`config.mk`:
```
export PLATFORM = sky130hd
export DESIGN_NAME = sram_rr_arbiter
export DESIGN_NICKNAME = d
export VERILOG_FILES = /design/src/rtl/sram_arb_pkg.sv /design/src/rtl/sram_arb_id_fifo.sv /design/src/rtl/sram_rr_arbiter.sv
export SDC_FILE = /design/constraint.sdc
export NUM_CORES = 1
export LEC_CHECK = 0
export BUFFER_PORTS_ARGS = -buffer_cell sky130_fd_sc_hd__clkbuf_2
export CAP_MARGIN = 20
export CORE_AREA = 2 2 155 157
export DETAILED_ROUTE_END_ITERATION = 8
export DIE_AREA = 0 0 157 159
export GPL_TIMING_DRIVEN = 0
export HOLD_SLACK_MARGIN = 0.03
export SLEW_MARGIN = 20
export SYNTH_ARGS = -nofsm -noshare
export SYNTH_HDL_FRONTEND = slang
export SYNTH_SLANG_ARGS = --single-unit
```
`constraint.sdc`:
```
create_clock -name clk_i -period 4.15 [get_ports clk_i]
set_clock_uncertainty 0.15 [all_clocks]
set_input_delay 0.83 -clock clk_i [delete_from_list [all_inputs] [get_ports clk_i]]
set_output_delay 0.83 -clock clk_i [all_outputs]
set_load 0.03 [all_outputs]
```
`src/rtl/sram_arb_pkg.sv`:
```
// Shared types and constants for the round-robin SRAM arbiter.
package sram_arb_pkg;

  localparam int CntW      = 32;
  localparam int MaxNumReq = 8;

  function automatic int idx_width(input int n);
    return (n > 1) ? $clog2(n) : 1;
  endfunction

  localparam int IdxW = idx_width(MaxNumReq);

  typedef logic [IdxW-1:0] req_idx_t;

endpackage

```
`src/rtl/sram_arb_id_fifo.sv`:
```
// Synchronous FIFO of requester indices, one entry per outstanding SRAM access.
// A push at full is accepted only when a pop frees the head in the same cycle.
module sram_arb_id_fifo
  import sram_arb_pkg::*;
#(
  parameter int Depth = 2,
  parameter int Width = IdxW
) (
  input  logic                       clk_i,
  input  logic                       rst_i,
  input  logic                       push_i,
  input  logic [Width-1:0]           wdata_i,
  input  logic                       pop_i,
  output logic                       full_o,
  output logic                       empty_o,
  output logic [$clog2(Depth+1)-1:0] count_o,
  output logic [Width-1:0]           head_o
);

  localparam int PtrW  = (Depth > 1) ? $clog2(Depth) : 1;
  localparam int CntFW = $clog2(Depth + 1);

  logic [Width-1:0] mem [Depth];
  logic [PtrW-1:0]  rptr_q, wptr_q;
  logic [CntFW-1:0] cnt_q;
  logic             do_push, do_pop;

  function automatic logic [PtrW-1:0] ptr_inc(input logic [PtrW-1:0] p);
    return (p == PtrW'(Depth - 1)) ? '0 : p + 1'b1;
  endfunction

  assign empty_o = (cnt_q == '0);
  assign full_o  = (cnt_q == CntFW'(Depth));
  assign count_o = cnt_q;
  assign head_o  = mem[rptr_q];

  assign do_pop  = pop_i & ~empty_o;
  assign do_push = push_i & (~full_o | do_pop);

  always_ff @(posedge clk_i) begin
    if (do_push) mem[wptr_q] <= wdata_i;
  end

  always_ff @(posedge clk_i) begin
    if (rst_i) begin
      rptr_q <= '0;
      wptr_q <= '0;
      cnt_q  <= '0;
    end else begin
      if (do_push) wptr_q <= ptr_inc(wptr_q);
      if (do_pop)  rptr_q <= ptr_inc(rptr_q);
      case ({do_push, do_pop})
        2'b10:   cnt_q <= cnt_q + 1'b1;
        2'b01:   cnt_q <= cnt_q - 1'b1;
        default: cnt_q <= cnt_q;
      endcase
    end
  end

endmodule

```
`src/rtl/sram_rr_arbiter.sv`:
```
// Round-robin arbiter sharing one single-port SRAM between NumReq requesters.
// Optional grant/stall statistics are enabled with SRAM_RR_ARBITER_STATS_EN.
module sram_rr_arbiter
  import sram_arb_pkg::*;
#(
  parameter int NumReq      = 2,
  parameter int SramAw      = 11,
  parameter int SramDw      = 32,
  parameter int Outstanding = 2
) (
  input  logic                     clk_i,
  input  logic                     rst_i,
  input  logic [NumReq-1:0]        req_i,
  input  logic [NumReq-1:0]        we_i,
  input  logic [NumReq*SramAw-1:0] addr_i,
  input  logic [NumReq*SramDw-1:0] wdata_i,
  input  logic [NumReq*SramDw-1:0] wmask_i,
  output logic [NumReq-1:0]        gnt_o,
  output logic [NumReq-1:0]        rvalid_o,
  output logic [SramDw-1:0]        rdata_o,
  output logic                     sram_req_o,
  output logic                     sram_we_o,
  output logic [SramAw-1:0]        sram_addr_o,
  output logic [SramDw-1:0]        sram_wdata_o,
  output logic [SramDw-1:0]        sram_wmask_o,
  input  logic                     sram_rvalid_i,
  input  logic [SramDw-1:0]        sram_rdata_i,
  output logic                     err_o,
  output logic [NumReq*CntW-1:0]   grant_cnt_o,
  output logic [CntW-1:0]          stall_cnt_o
);

  localparam int FcW = $clog2(Outstanding + 1);

  req_idx_t         ptr_q, winner, sel, head;
  logic [NumReq-1:0] req_rot;
  int               win_sum;
  logic             found, can_accept, grant, rsp_ok;
  logic             fifo_full, fifo_empty;
  logic [FcW-1:0]   fifo_cnt;

  // A response pops the head this cycle, so a full FIFO can still take a push.
  assign can_accept = (fifo_cnt < FcW'(Outstanding)) | (fifo_full & sram_rvalid_i);

  assign req_rot = NumReq'({req_i, req_i} >> ptr_q);

  // Downward scan: the last hit is the requester closest to ptr.
  always_comb begin
    found   = 1'b0;
    win_sum = 0;
    for (int off = NumReq - 1; off >= 0; off--) begin
      if (req_rot[off]) begin
        found   = 1'b1;
        win_sum = int'(ptr_q) + off;
      end
    end
    winner = (win_sum >= NumReq) ? req_idx_t'(win_sum - NumReq) : req_idx_t'(win_sum);
  end

  assign grant  = ~rst_i & found & can_accept;
  assign rsp_ok = ~rst_i & sram_rvalid_i & ~fifo_empty;
  assign sel    = grant ? winner : ptr_q;

  always_comb begin
    gnt_o        = '0;
    rvalid_o     = '0;
    sram_we_o    = 1'b0;
    sram_addr_o  = '0;
    sram_wdata_o = '0;
    sram_wmask_o = '0;
    for (int i = 0; i < NumReq; i++) begin
      gnt_o[i]    = grant && (winner == req_idx_t'(i));
      rvalid_o[i] = rsp_ok && (head == req_idx_t'(i));
      if (sel == req_idx_t'(i)) begin
        sram_we_o    = we_i[i];
        sram_addr_o  = addr_i[i*SramAw +: SramAw];
        sram_wdata_o = wdata_i[i*SramDw +: SramDw];
        sram_wmask_o = wmask_i[i*SramDw +: SramDw];
      end
    end
  end

  assign sram_req_o = grant;
  assign rdata_o    = sram_rdata_i;

  always_ff @(posedge clk_i) begin
    if (rst_i) begin
      ptr_q <= '0;
      err_o <= 1'b0;
    end else begin
      if (grant) ptr_q <= (winner == req_idx_t'(NumReq - 1)) ? '0 : winner + 1'b1;
      if (sram_rvalid_i && fifo_empty) err_o <= 1'b1;
    end
  end

  sram_arb_id_fifo #(
    .Depth (Outstanding),
    .Width (IdxW)
  ) u_id_fifo (
    .clk_i   (clk_i),
    .rst_i   (rst_i),
    .push_i  (grant),
    .wdata_i (winner),
    .pop_i   (rsp_ok),
    .full_o  (fifo_full),
    .empty_o (fifo_empty),
    .count_o (fifo_cnt),
    .head_o  (head)
  );

`ifdef SRAM_RR_ARBITER_STATS_EN
  logic [CntW-1:0] grant_cnt_q [NumReq];
  logic [CntW-1:0] stall_cnt_q;

  always_ff @(posedge clk_i) begin
    if (rst_i) begin
      for (int i = 0; i < NumReq; i++) grant_cnt_q[i] <= '0;
      stall_cnt_q <= '0;
    end else begin
      for (int i = 0; i < NumReq; i++) begin
        if (gnt_o[i] && (grant_cnt_q[i] != '1)) grant_cnt_q[i] <= grant_cnt_q[i] + 1'b1;
      end
      if ((|req_i) && !can_accept && (stall_cnt_q != '1)) stall_cnt_q <= stall_cnt_q + 1'b1;
    end
  end

  for (genvar g = 0; g < NumReq; g++) begin : g_gcnt
    assign grant_cnt_o[g*CntW +: CntW] = grant_cnt_q[g];
  end
  assign stall_cnt_o = stall_cnt_q;
`else
  assign grant_cnt_o = '0;
  assign stall_cnt_o = '0;
`endif

endmodule

```
==> out/results.txt <==
worst hold path class -> flop to flop
worst setup margin -> -0.1034 ns
Pre-Repair DR Iteration Count -> 6
Std-Cell Rows -> 56
CTS Root Cell -> clkbuf_16
antenna viol nets, final -> 0
#FFs+latches synth -> 15
Worst Path Class, Setup -> input pin to output port
Slew @ Worst Pin -> 0.6323 ns
Post-synth top flop -> dfxtp_1
Num CTS Buffers -> 3
initial antenna violation count -> 0
post-route design area -> 0.007602 mm²
Area after DPL -> 0.006515 mm²
drt wl/cell -> 16.50 µm
Avg Inst Size Synth -> 8.609 µm²
Max-cap violations -> 0
FILL cells -> 2431
top cell type's share of synthesized area -> 22.65%
failing checks -> setup timing
post-synthesis sequential area ratio -> 8.175%
Syn-to-layout area delta -> 72.47%
critical path arrival -> 3.27 ns
Worst-Skew Late Latency -> 0.24 ns
synth cell count leaders -> 133 x buf_4, 76 x o31ai_1, 44 x or4b_1
largest net degree at the start of global routing -> 11
clk buf depth -> 2
Leak -> 3.890 nW
most common cell in the netlist -> buf_4
ANT cells -> 0
outcome -> finished with violations
die area -> 0.02496 mm²
Post-synth EDFFs -> 6
post-synth cell types -> 54
Tmin final -> 4.253 ns
Finish-stage setup viols -> 24
worst hold margin -> 0.3136 ns
Final period util -> 102.5%
drt first-iter violations -> 311
H-Tree Level Count -> 1
layout cell share with drive strength beyond 1 -> 64.32%
Post-DP HPWL -> 15.80 mm
ranking of synthesized cells by area -> buf_4 23%, o31ai_1 13%, a22oi_2 11%
Reg area -> 360.3 µm²
nets -> 1087
Multi-input gate area -> 0.003148 mm²
gr ovfl total -> 0
final WL -> 20.02 mm
Remaining DRCs -> 0
mapped cell area -> 0.004408 mm²
Clock Pin Slew Worst Setup and Hold Paths -> 0.05 ns
Req. time, crit path -> 3.17 ns
PnR Total Power -> 2.349 mW
Relative slew margins -> 57.84%
via count -> 5212
Final Max Tran Viols -> 0
Max VDD drop -> 0.2204 mV
yosys warns -> 0
Setup WS pre-CTS -> -0.4960 ns
PwrDens -> 309.0 mW/mm²
first-pass GRT wire length -> 28.92 mm
die height -> 159 µm
Vias/cell -> 4.297
Peak Freq -> 235.1 MHz
CTS tree -> built
Async S/R FF share, synth -> 0%
CP Launch Type -> input pin
Setup crit end kind -> output port
Tot GR Track Use -> 14.79%
clock sink count -> 15
Final Hold Viols -> 0
cell taking the most area after synthesis -> buf_4
placer congestion estimate -> 0.7872
RSZ-0062 raised after global routing -> yes
vias in the first global route -> 5095
# hold bufs at CTS -> 0
Worst Path Max Fanout -> 7
Mapped Cells -> 512
IO Port Bufs -> 270
IO Count -> 399
Starting Density -> 19.01%
die width -> 157 µm
Core ar. -> 0.02319 mm²
==> layer usage <==
metal | GRT usage [%] | vias up | routed length (µm)
met1 | 17.09 | 2404 | 7765
met4 | 3.336 | 0 | 392
met2 | 28.61 | 239 | 10740
li1 | - | 2543 | -
met5 | 0 | - | 0
met3 | 1.633 | 26 | 1122
==> kinds of logic after synthesis <==
kind of cell | share of synthesized area, %
adder cells (fa/ha/maj) | 0.8516
XOR/XNOR | 0.7949
AO/OA/AOI/OAI | 35.34
buffers and inverters | 32.61
other | 0.08507
AND/OR/NAND/NOR | 21.91
multiplexers | 0.2271
flip-flops | 8.175
==> flip-flops by register name, summed over array words and instances (netlist names), named ones only <==
register	flops
u_id_fifo.rptr_q	1
u_id_fifo.count_o	2
err_o	1
u_id_fifo.wptr_q	1
u_id_fifo.mem	6
ptr_q	3
==> where the power goes <==
part           total [mW]  internal, mW  switching, mW
sequential          0.192         0.174         0.0181
clock               0.187         0.130         0.0568
combinational        1.97         0.869           1.10
==> through the flow <==
step	std cells	utilization, %	setup TNS (ns)
after floorplan	607	-	0
after detailed placement	1196	28.09	-25.65
after CTS	1209	32.15	-1.612
after global placement	1196	28.09	-25.88
after global routing	1213	32.78	-3.056
final	1213	32.78	-0.4112
==> worst paths after layout <==
| kind | endpoint | slack, ns | startpoint | cells after the start |
|---|---|---|---|---|
| setup / recovery | sram_wdata_o[15] | -0.10 | req_i[0] | 10 |
| hold / removal | err_o | 0.31 | err_o | 2 |
| setup reg to reg | ptr_q[2] | 1.68 | ptr_q[0] | 7 |
| hold reg to reg | err_o | 0.31 | err_o | 2 |
==> layout make-up <==
type	count	share of cell area [%]
buffer	196	19.80
sequential	15	4.740
timing repair buffer	284	27.53
clock buffer	4	1.037
multi-input combinational	391	41.41
tap	319	5.250
inverter	4	0.2304
==> cell usage in the layout (no fill, tap or decap), types with 17 or more instances in the layout <==
master,n
clkbuf_8,60
a22oi_2,66
or4b_1,44
clkbuf_1,24
buf_6,17
buf_4,146
clkbuf_2,200
conb_1,96
or4b_2,32
o31ai_1,76
==> critical path, cell delays in order <==
cell	delay (ns)
clkbuf_16	0.12
or3b_4	0.40
a211o_1	0.31
ha_4	0.29
inv_2	0.04
a221o_2	0.45
clkbuf_16	0.22
buf_12	0.15
a22oi_2	0.25
clkbuf_8	0.21
==> repair_timing <==
| action | in CTS | in global routing |
|---|---|---|
| pin swaps | 33 | 28 |
| cloned | 3 | 0 |
| gates resized for setup | 177 | 44 |
| setup buffers | 7 | 4 |
| endpoints found under the setup margin | 76 | 75 |
No activity file was read; power rests on OpenSTA's default activity.
